===== config.mk =====
export PLATFORM = sky130hd
export DESIGN_NAME = sap_control_sequencer
export DESIGN_NICKNAME = d
export VERILOG_FILES = /design/src/rtl/sap_control_sequencer.sv
export SDC_FILE = /design/constraint.sdc
export NUM_CORES = 1
export LEC_CHECK = 0
export ABC_AREA = 1
export BUFFER_PORTS_ARGS = -buffer_cell sky130_fd_sc_hd__clkbuf_2
export CAP_MARGIN = 20
export CORE_MARGIN = 1
export CORE_UTILIZATION = 25
export DETAILED_ROUTE_END_ITERATION = 10
export PLACE_DENSITY = 0.59
export SYNTH_ARGS = -nofsm -noshare
export SYNTH_HDL_FRONTEND = slang
export SYNTH_SLANG_ARGS = --single-unit

===== constraint.sdc =====
create_clock -name clk -period 1.7 [get_ports clk]
set_input_delay 0.425 -clock clk [delete_from_list [all_inputs] [get_ports clk]]
set_output_delay 0.425 -clock clk [all_outputs]
set_load 0.02 [all_outputs]

===== src/rtl/sap_control_sequencer.sv =====
// -----------------------------------------------------------------------------
// sap_control_sequencer
//   Microprogrammed control unit for the SAP-U datapath. Walks a T-state ring
//   (T1..T6) and decodes the IR opcode into one-hot control lines, one
//   micro-step per advancing clock. Supports free-run, single-step and a
//   sticky HALT state that only reset can leave.
//
// Parameters
//   FIXED_LENGTH : 1 = every instruction runs T1..T6,
//                  0 = return to T1 after the instruction's last active step.
//
// Ports
//   clk      in   system clock, rising edge
//   reset    in   asynchronous active-low reset
//   run      in   1 = advance every clock, 0 = single-step mode
//   step     in   single-step request (level, rising edge detected here)
//   opcode   in   IR upper nibble [3:0]
//   pc_inc, pc_out, pc_load, mar_load, ram_out, ram_in, ir_load, ir_out,
//   a_load, a_out, b_load, alu_out, alu_sub, out_load
//            out  datapath control strobes (valid only on advancing cycles)
//   halted   out  HALT state indicator
//   t_state  out  current T-state 1..6, 0 while halted
// -----------------------------------------------------------------------------
module sap_control_sequencer #(
  parameter bit FIXED_LENGTH = 1'b1
) (
  input  logic       clk,
  input  logic       reset,
  input  logic       run,
  input  logic       step,
  input  logic [3:0] opcode,
  output logic       pc_inc,
  output logic       pc_out,
  output logic       pc_load,
  output logic       mar_load,
  output logic       ram_out,
  output logic       ram_in,
  output logic       ir_load,
  output logic       ir_out,
  output logic       a_load,
  output logic       a_out,
  output logic       b_load,
  output logic       alu_out,
  output logic       alu_sub,
  output logic       out_load,
  output logic       halted,
  output logic [2:0] t_state
);

  // State encoding equals the externally visible T-state number.
  typedef enum logic [2:0] {
    S_HALT = 3'd0,
    S_T1   = 3'd1,
    S_T2   = 3'd2,
    S_T3   = 3'd3,
    S_T4   = 3'd4,
    S_T5   = 3'd5,
    S_T6   = 3'd6
  } state_e;

  localparam logic [3:0] OP_LDA = 4'b0000;
  localparam logic [3:0] OP_ADD = 4'b0001;
  localparam logic [3:0] OP_SUB = 4'b0010;
  localparam logic [3:0] OP_STA = 4'b0100;
  localparam logic [3:0] OP_JMP = 4'b0110;
  localparam logic [3:0] OP_OUT = 4'b1110;
  localparam logic [3:0] OP_HLT = 4'b1111;

  // Internal control word, one bit per strobe.
  localparam logic [13:0] M_PC_INC   = 14'h2000;
  localparam logic [13:0] M_PC_OUT   = 14'h1000;
  localparam logic [13:0] M_PC_LOAD  = 14'h0800;
  localparam logic [13:0] M_MAR_LOAD = 14'h0400;
  localparam logic [13:0] M_RAM_OUT  = 14'h0200;
  localparam logic [13:0] M_RAM_IN   = 14'h0100;
  localparam logic [13:0] M_IR_LOAD  = 14'h0080;
  localparam logic [13:0] M_IR_OUT   = 14'h0040;
  localparam logic [13:0] M_A_LOAD   = 14'h0020;
  localparam logic [13:0] M_A_OUT    = 14'h0010;
  localparam logic [13:0] M_B_LOAD   = 14'h0008;
  localparam logic [13:0] M_ALU_OUT  = 14'h0004;
  localparam logic [13:0] M_ALU_SUB  = 14'h0002;
  localparam logic [13:0] M_OUT_LOAD = 14'h0001;

  state_e      state_q, state_d;
  logic        step_prev_q, step_prev_d;
  logic        adv_s;
  state_e      last_s;
  logic [13:0] dec_s;
  logic [13:0] ctl_s;

  // A stalled single-step cycle neither advances nor asserts any strobe.
  assign adv_s       = run | (step & ~step_prev_q);
  assign step_prev_d = step;

  // Last T-state that carries work for the current opcode.
  always_comb begin
    last_s = S_T4;
    case (opcode)
      OP_LDA, OP_STA: last_s = S_T5;
      OP_ADD, OP_SUB: last_s = S_T6;
      default:        last_s = S_T4;
    endcase
  end

  // Next-state logic for the T-state ring and HALT.
  always_comb begin
    state_d = state_q;
    if (adv_s) begin
      case (state_q)
        S_T1: state_d = S_T2;
        S_T2: state_d = S_T3;
        S_T3: state_d = S_T4;
        S_T4: begin
          // HLT wins over the early-return path.
          if (opcode == OP_HLT) begin
            state_d = S_HALT;
          end else if (!FIXED_LENGTH && (last_s == S_T4)) begin
            state_d = S_T1;
          end else begin
            state_d = S_T5;
          end
        end
        S_T5: begin
          if (!FIXED_LENGTH && (last_s == S_T5)) begin
            state_d = S_T1;
          end else begin
            state_d = S_T6;
          end
        end
        S_T6:   state_d = S_T1;
        S_HALT: state_d = S_HALT;
        default: state_d = S_T1;
      endcase
    end else begin
      state_d = state_q;
    end
  end

  // Micro-instruction decode from (T-state, opcode).
  always_comb begin
    dec_s = 14'h0000;
    case (state_q)
      S_T1: dec_s = M_PC_OUT | M_MAR_LOAD;
      S_T2: dec_s = M_PC_INC;
      S_T3: dec_s = M_RAM_OUT | M_IR_LOAD;
      S_T4: begin
        case (opcode)
          OP_LDA, OP_ADD, OP_SUB, OP_STA: dec_s = M_IR_OUT | M_MAR_LOAD;
          OP_JMP:  dec_s = M_IR_OUT | M_PC_LOAD;
          OP_OUT:  dec_s = M_A_OUT | M_OUT_LOAD;
          default: dec_s = 14'h0000;
        endcase
      end
      S_T5: begin
        case (opcode)
          OP_LDA:  dec_s = M_RAM_OUT | M_A_LOAD;
          OP_ADD:  dec_s = M_RAM_OUT | M_B_LOAD;
          OP_SUB:  dec_s = M_RAM_OUT | M_B_LOAD | M_ALU_SUB;
          OP_STA:  dec_s = M_A_OUT | M_RAM_IN;
          default: dec_s = 14'h0000;
        endcase
      end
      S_T6: begin
        case (opcode)
          OP_ADD:  dec_s = M_ALU_OUT | M_A_LOAD;
          OP_SUB:  dec_s = M_ALU_OUT | M_A_LOAD | M_ALU_SUB;
          default: dec_s = 14'h0000;
        endcase
      end
      default: dec_s = 14'h0000;
    endcase
  end

  // Gate strobes with the advance qualifier and force them low during reset.
  always_comb begin
    ctl_s = 14'h0000;
    if (adv_s && reset) begin
      ctl_s = dec_s;
    end else begin
      ctl_s = 14'h0000;
    end
  end

  // State and step-edge history registers.
  always_ff @(posedge clk or negedge reset) begin
    if (!reset) begin
      state_q     <= S_T1;
      step_prev_q <= 1'b1;
    end else begin
      state_q     <= state_d;
      step_prev_q <= step_prev_d;
    end
  end

  assign pc_inc   = ctl_s[13];
  assign pc_out   = ctl_s[12];
  assign pc_load  = ctl_s[11];
  assign mar_load = ctl_s[10];
  assign ram_out  = ctl_s[9];
  assign ram_in   = ctl_s[8];
  assign ir_load  = ctl_s[7];
  assign ir_out   = ctl_s[6];
  assign a_load   = ctl_s[5];
  assign a_out    = ctl_s[4];
  assign b_load   = ctl_s[3];
  assign alu_out  = ctl_s[2];
  assign alu_sub  = ctl_s[1];
  assign out_load = ctl_s[0];

  assign halted  = (state_q == S_HALT);
  assign t_state = state_q;

endmodule


==> results.md, run 1 <==
* Critical path arrival at 1.45 ns
* DR vias/cell at approximately 4.5
* Sequential area share after synthesis at 19.8%
* Mean Syn Cell Area at 6.04 µm²
* Clock Path Buffers at 2
* Number of global-route vias before repair at 603
* CP Capture Type: output pin
* Finished Layout Cells at between 150 and 200
* Worst slack at placement at -0.0336 ns
* Final WL at approximately 1.8 mm
* DRT iter0 DRCs at 15
* Synth-to-layout area growth at 97.8%
* CTS clk-pin slew, worst paths at ~0.040 ns
* Worst vdd ir at between 0.6 and 0.7 mV
* I/O pin count at 26
* Core ar. at between 0.0015 and 0.002 mm²
* GRT Total Usage at between 10% and 20%
* Leak pwr at around 0.55 nW
* HPWL Detailed at 1.16 mm
* Die area at about 0.0023 mm²
* Drc violations at 0
* Yosys warns at 0
* Failing checks: negative setup slack
* Status: finished with violations
* Dominant synthesized flop cell: dfstp_2
* Cells after DPL at ~150
* Hold Crit Class: in -> async
* Cell row count at 16
* Mapped cell area at just over 500 µm²
* Worst Skew at between 0.001 and 0.0015 ns
* H-tree depth at 1
* Final setup violating endpoints at 14
* Yosys top cell area share at between 10% and 20%
* Final Cell Area at about 0.0010 mm²
* Pwr Total at about 1.1 mW
* CP Class: reg -> out
* Layout cell share with drive strength beyond 1 at ~65%
* Hold_ws at 0.122 ns
* Die Y-Extent at about 48 µm
* Insertion delay to the later sink of the worst-skew pair at ~0.23 ns
* Antenna-violating nets left at 0
* Fill count at between 150 and 200
* R2R cell count at 8
* TritonCTS Buffers at 3
* Maximum number of pins on one net before global-route repair at 8
* Final period utilization at 110%
* Worst Max-Slew Pin Slew at roughly 0.21 ns
* Total grt overflow at 0
* Max-cap violations at 0
* Syn_nets at 94
* Starting Density at 26.5%
* First-pass GRT wire length at ~2.5 mm
* Synth top cells by count: 22 x nand2_1, 13 x nor2_1, 11 x inv_1
* Post-synth cell types at 20
* Max Fclk at approximately 530 MHz
* Fin worst setup slack at -0.171 ns
* # diodes at 0
* DR pass1 iterations at 4
* Async SR Flop Fraction at 100%
* GP Congestion at 0.717
* Critical Path RT at 1.27 ns
* Flops & latches, synth at 4
* Total number of vias at 748
* Slew HR at roughly 86%
* CTS Root Buffer Type: clkbuf_4
* Final Slew Violations at 0
* Clock sink total at 4
* Unrepaired setup endpoints after global routing: true
* Nets@finish at between 100 and 150
* Wire per inst at ~11 µm
* Cell area after placement at 742 µm²
* Critical path fanouts, max at 6
* Port bufs at 25
* CTS tree: done
* Leading area contributor after synthesis: nand2_1
* Hold buffer count at cts at 0
* Final Critical Period at 1.87 ns
* Count leader, synth: nand2_1
* Chip Width at 47.6 µm
* Initial antenna violation count at 0
* Dominant cells by area after synthesis: nand2_1 16%, dfstp_2 10%, dfrtp_1 9.6%, nor2_1 9.4%, inv_1 8.0%
* EDFF count, synth at 0
* Final hold vios at 0
* Pwr/cell area at 1070 mW/mm²
* CP Launch Type: flip-flop
* Cells after Synth at 86
## cell type report
cell class                      instances  area (µm²)  area share, %
Multi-Input combinational cell         66         405           39.5
Timing Repair Buffer                   50         403           39.2
Sequential cell                         4         104           10.1
Inverter                               15        58.8           5.72
Tap cell                               27        33.8           3.29
Clock buffer                            3        22.5           2.19
## routing by layer
layer / global-route usage (%) / vias to the layer above / routed length [µm]
met1: 19.5 / 344 / 741
met4: 5.00 / 0 / 56
met3: 2.64 / 6 / 64
li1: - / 373 / -
met5: 0 / - / 0
met2: 27.4 / 25 / 980
## registers in the layout (all words and copies together) (netlist names)
register,count
step_prev_q,1
t_state,3
## what timing repair did
item                                    in CTS  in global routing
resized for setup                           23                 33
buffers inserted                            10                  6
pin swaps                                    8                 12
endpoints found under the setup margin      14                 15
endpoints found under the hold margin        0                  0
## cells in the final DEF (no fill, tap or decap), drive strengths merged, types with 2 or more instances in the layout
cell type  netlist  final
a21oi            6      6
buf              1     36
clkbuf           0     17
dfrtp            2      2
dfstp            2      2
inv             14     15
nand2           28     28
nand3           10     10
nor2            17     17
nor3             2      2
## cells by family (layout without fill, tap and decap cells)
group                  count (synthesis)  after routing  share of synthesized area [%]
and+or+nand+nor                       58             58                           57.8
buffers and inverters                 16             68                           13.3
AOI/OAI and AO/OA                      8              8                           9.16
DFF                                    4              4                           19.8
## path summary, 6_finish.rpt
check | from | end | slack, ns
worst max-delay path | step_prev_q | ir_out | -0.17
worst min-delay path | reset | t_state[1] | 0.12
worst max register to register | t_state[0] | t_state[2] | 0.39
worst min register to register | t_state[2] | t_state[2] | 0.60
max in group asynchronous | reset | t_state[0] | 1.39
min in group clk | step | step_prev_q | 0.43
## critical path: stages (launching register included)
cell      delay, ns
dfstp_2        0.53
inv_2          0.04
nand2_2        0.07
nand2_2        0.07
nand2_4        0.11
buf_6          0.13
buf_6          0.09
a21oi_2        0.03
clkbuf_8       0.14
## stage by stage
| stage | util [%] | setup TNS (ns) |
|---|---|---|
| 2_1_floorplan | - | 0 |
| 3_3_place_gp | 37.8 | -0.0329 |
| 3_5_place_dp | 37.8 | -0.0848 |
| 4_1_cts | 46.6 | -1.82 |
| 5_1_grt | 52.4 | -2.45 |
| 6_report | 52.4 | -1.60 |
## power by group
group	total, mW	internal (mW)	switching (mW)
clock network	0.116	0.0789	0.0376
logic	0.777	0.331	0.446
registers	0.206	0.144	0.0611
Power figures use the tool's default switching activity.
==> inputs of run 2 (changes only) <==
- SETUP_SLACK_MARGIN: unset -> 0.5
==> run 2 against run 1 <==
Clock power increased by 24%. Fmax decreased by 2.3%. Worst setup slack got worse by 0.044 ns. Count of clock-buffer cells in the layout increased by 1. Die area unchanged. The flow still finishes with violations (negative setup slack). Design area increased by 28%. Cell count decreased by 1.2%.
==> results.md, run 2 (same netlist as run 1, synthesis figures left out) <==
* CTS Root Buffer Type: clkbuf_4
* Starting Density at around a quarter
* Slew HR at about 82%
* Final Cell Area at between 0.001 and 0.0015 mm²
* Cell area after placement at roughly 880 µm²
* H-tree depth at 1
* Hold buffer count at cts at 0
* Final setup violating endpoints at 15
* Max Fclk at 522 MHz
* Worst Skew at roughly 0.019 ns
* Commonest non-fill, non-tap cell in the layout: buf_6
* Worst vdd ir at approximately 0.89 mV
* Fin worst setup slack at -0.214 ns
* Clock sink total at 4
* GRT Total Usage at 17.2%
* Max-cap violations at 0
* R2R cell count at 14
* Final Slew Violations at 0
* Drc violations at 0
* DR pass1 iterations at 4
* Pwr/cell area at approximately 1100 mW/mm²
* HPWL Detailed at around 1.2 mm
* Status: finished with violations
* Worst Max-Slew Pin Slew at roughly 0.27 ns
* Number of global-route vias before repair at 685
* Initial antenna violation count at 0
* I/O pin count at 26
* CP Launch Type: flip-flop
* Critical path arrival at approximately 1.5 ns
* Die Y-Extent at 47.6 µm
* CTS clk-pin slew, worst paths at about 0.050 ns
* Synth-to-layout area growth at 154%
* First-pass GRT wire length at ~2.7 mm
* Leak pwr at ~0.6 nW
* Critical Path RT at between 1 and 1.5 ns
* CTS tree: done
* Max FFs per register at 3
* Final hold vios at 0
* Unrepaired setup endpoints after global routing: true
* Cell row count at 16
* CP Class: reg -> out
* R2R Setup Slk at -0.01 ns
* # diodes at 0
* Final period utilization at 113%
* DRT iter0 DRCs at 9
* Port bufs at 25
* Final Critical Period at 1.91 ns
* Clock Path Buffers at 2
* Chip Width at 47.6 µm
* Nets@finish at 145
* CP endpoint: a_out
* Insertion delay to the later sink of the worst-skew pair at between 0.2 and 0.3 ns
* Core ar. at 0.00196 mm²
* Wire per inst at between 10 and 15 µm
* CP Capture Type: output pin
* Hold Crit Class: in -> async
* Critical path fanouts, max at 7
* GP Congestion at around 0.74
* Final core occ at between 60 and 70%
* Antenna-violating nets left at 0
* Total grt overflow at 0
* Layout cell share with drive strength beyond 1 at 75.0%
* Total number of vias at between 700 and 800
* Most frequent cells in the layout: 19 x buf_6, 16 x nand2_1, 11 x nor2_4, 9 x inv_1, 9 x buf_8
* Failing checks: negative setup slack
* FF-to-FF Start: step_prev_q
* TritonCTS Buffers at 3
* DR vias/cell at 4.50
* CP Launch Point: t_state[0]
* R2r endpoint: t_state[0]
* Maximum number of pins on one net before global-route repair at 9
* Die area at 0.00226 mm²
* Final WL at 1.97 mm
-- run 2: worst min-delay path by stage --
stage | start | end | cells past startpoint
finish | reset | t_state[2] | 2
global route | reset | t_state[2] | 2
CTS | reset | t_state[2] | 2
detailed placement | reset | t_state[1] | 2
global placement | reset | t_state[2] | 2
floorplan | reset | t_state[1] | 0
-- run 2: stage by stage --
stage | setup slack, ns | hold slack (ns) | setup TNS (ns) | power (mW) | cells
finish | -0.214 | 0.0988 | -2.08 | 1.39 | 163
global route | -0.288 | 0.103 | -3.11 | 1.48 | 163
CTS | -0.183 | 0.0942 | -1.90 | 1.15 | 162
detailed placement | -0.0741 | 0.365 | -0.148 | 0.844 | 145
global placement | -0.0441 | 0.362 | -0.0901 | 0.844 | 145
floorplan | 0.158 | 0.129 | 0 | 0.668 | 86
-- run 2: per-layer routing --
layer | vias up | share of wire (%) | global-route usage [%]
li1 | 367 | - | -
met1 | 337 | 38 | 17.9
met2 | 28 | 57 | 33.4
met3 | 2 | 4.2 | 4.53
met4 | 0 | 1.2 | 5.00
met5 | - | 0 | 0
-- run 2: critical path: stages (launching register included) --
cell	delay [ns]
dfstp_2	0.66
nand3_4	0.12
clkinv_4	0.08
nand3_4	0.08
a21oi_4	0.17
buf_8	0.12
-- run 2: cell type report --
| type | count | area, µm² |
|---|---|---|
| fillers | 161 | 644 |
| multi-input cells | 66 | 582 |
| repair buffers | 47 | 499 |
| flip-flops and latches | 4 | 105 |
| inverters | 15 | 71.3 |
| well taps | 27 | 33.8 |
| clock buffers | 4 | 26.3 |
-- run 2: repair_timing --
action | CTS | global route
pin swaps | 3 | 17
setup endpoints to repair | 18 | 20
resized for setup | 33 | 50
setup buffers | 13 | 1
cloned | 0 | 0
-- run 2: where the power goes --
part	switching (mW)	internal (mW)	total [mW]	leakage (nW)
Clock	0.0546	0.0890	0.144	0.0150
Combinational	0.572	0.443	1.02	0.552
Sequential	0.0888	0.147	0.236	0.0432
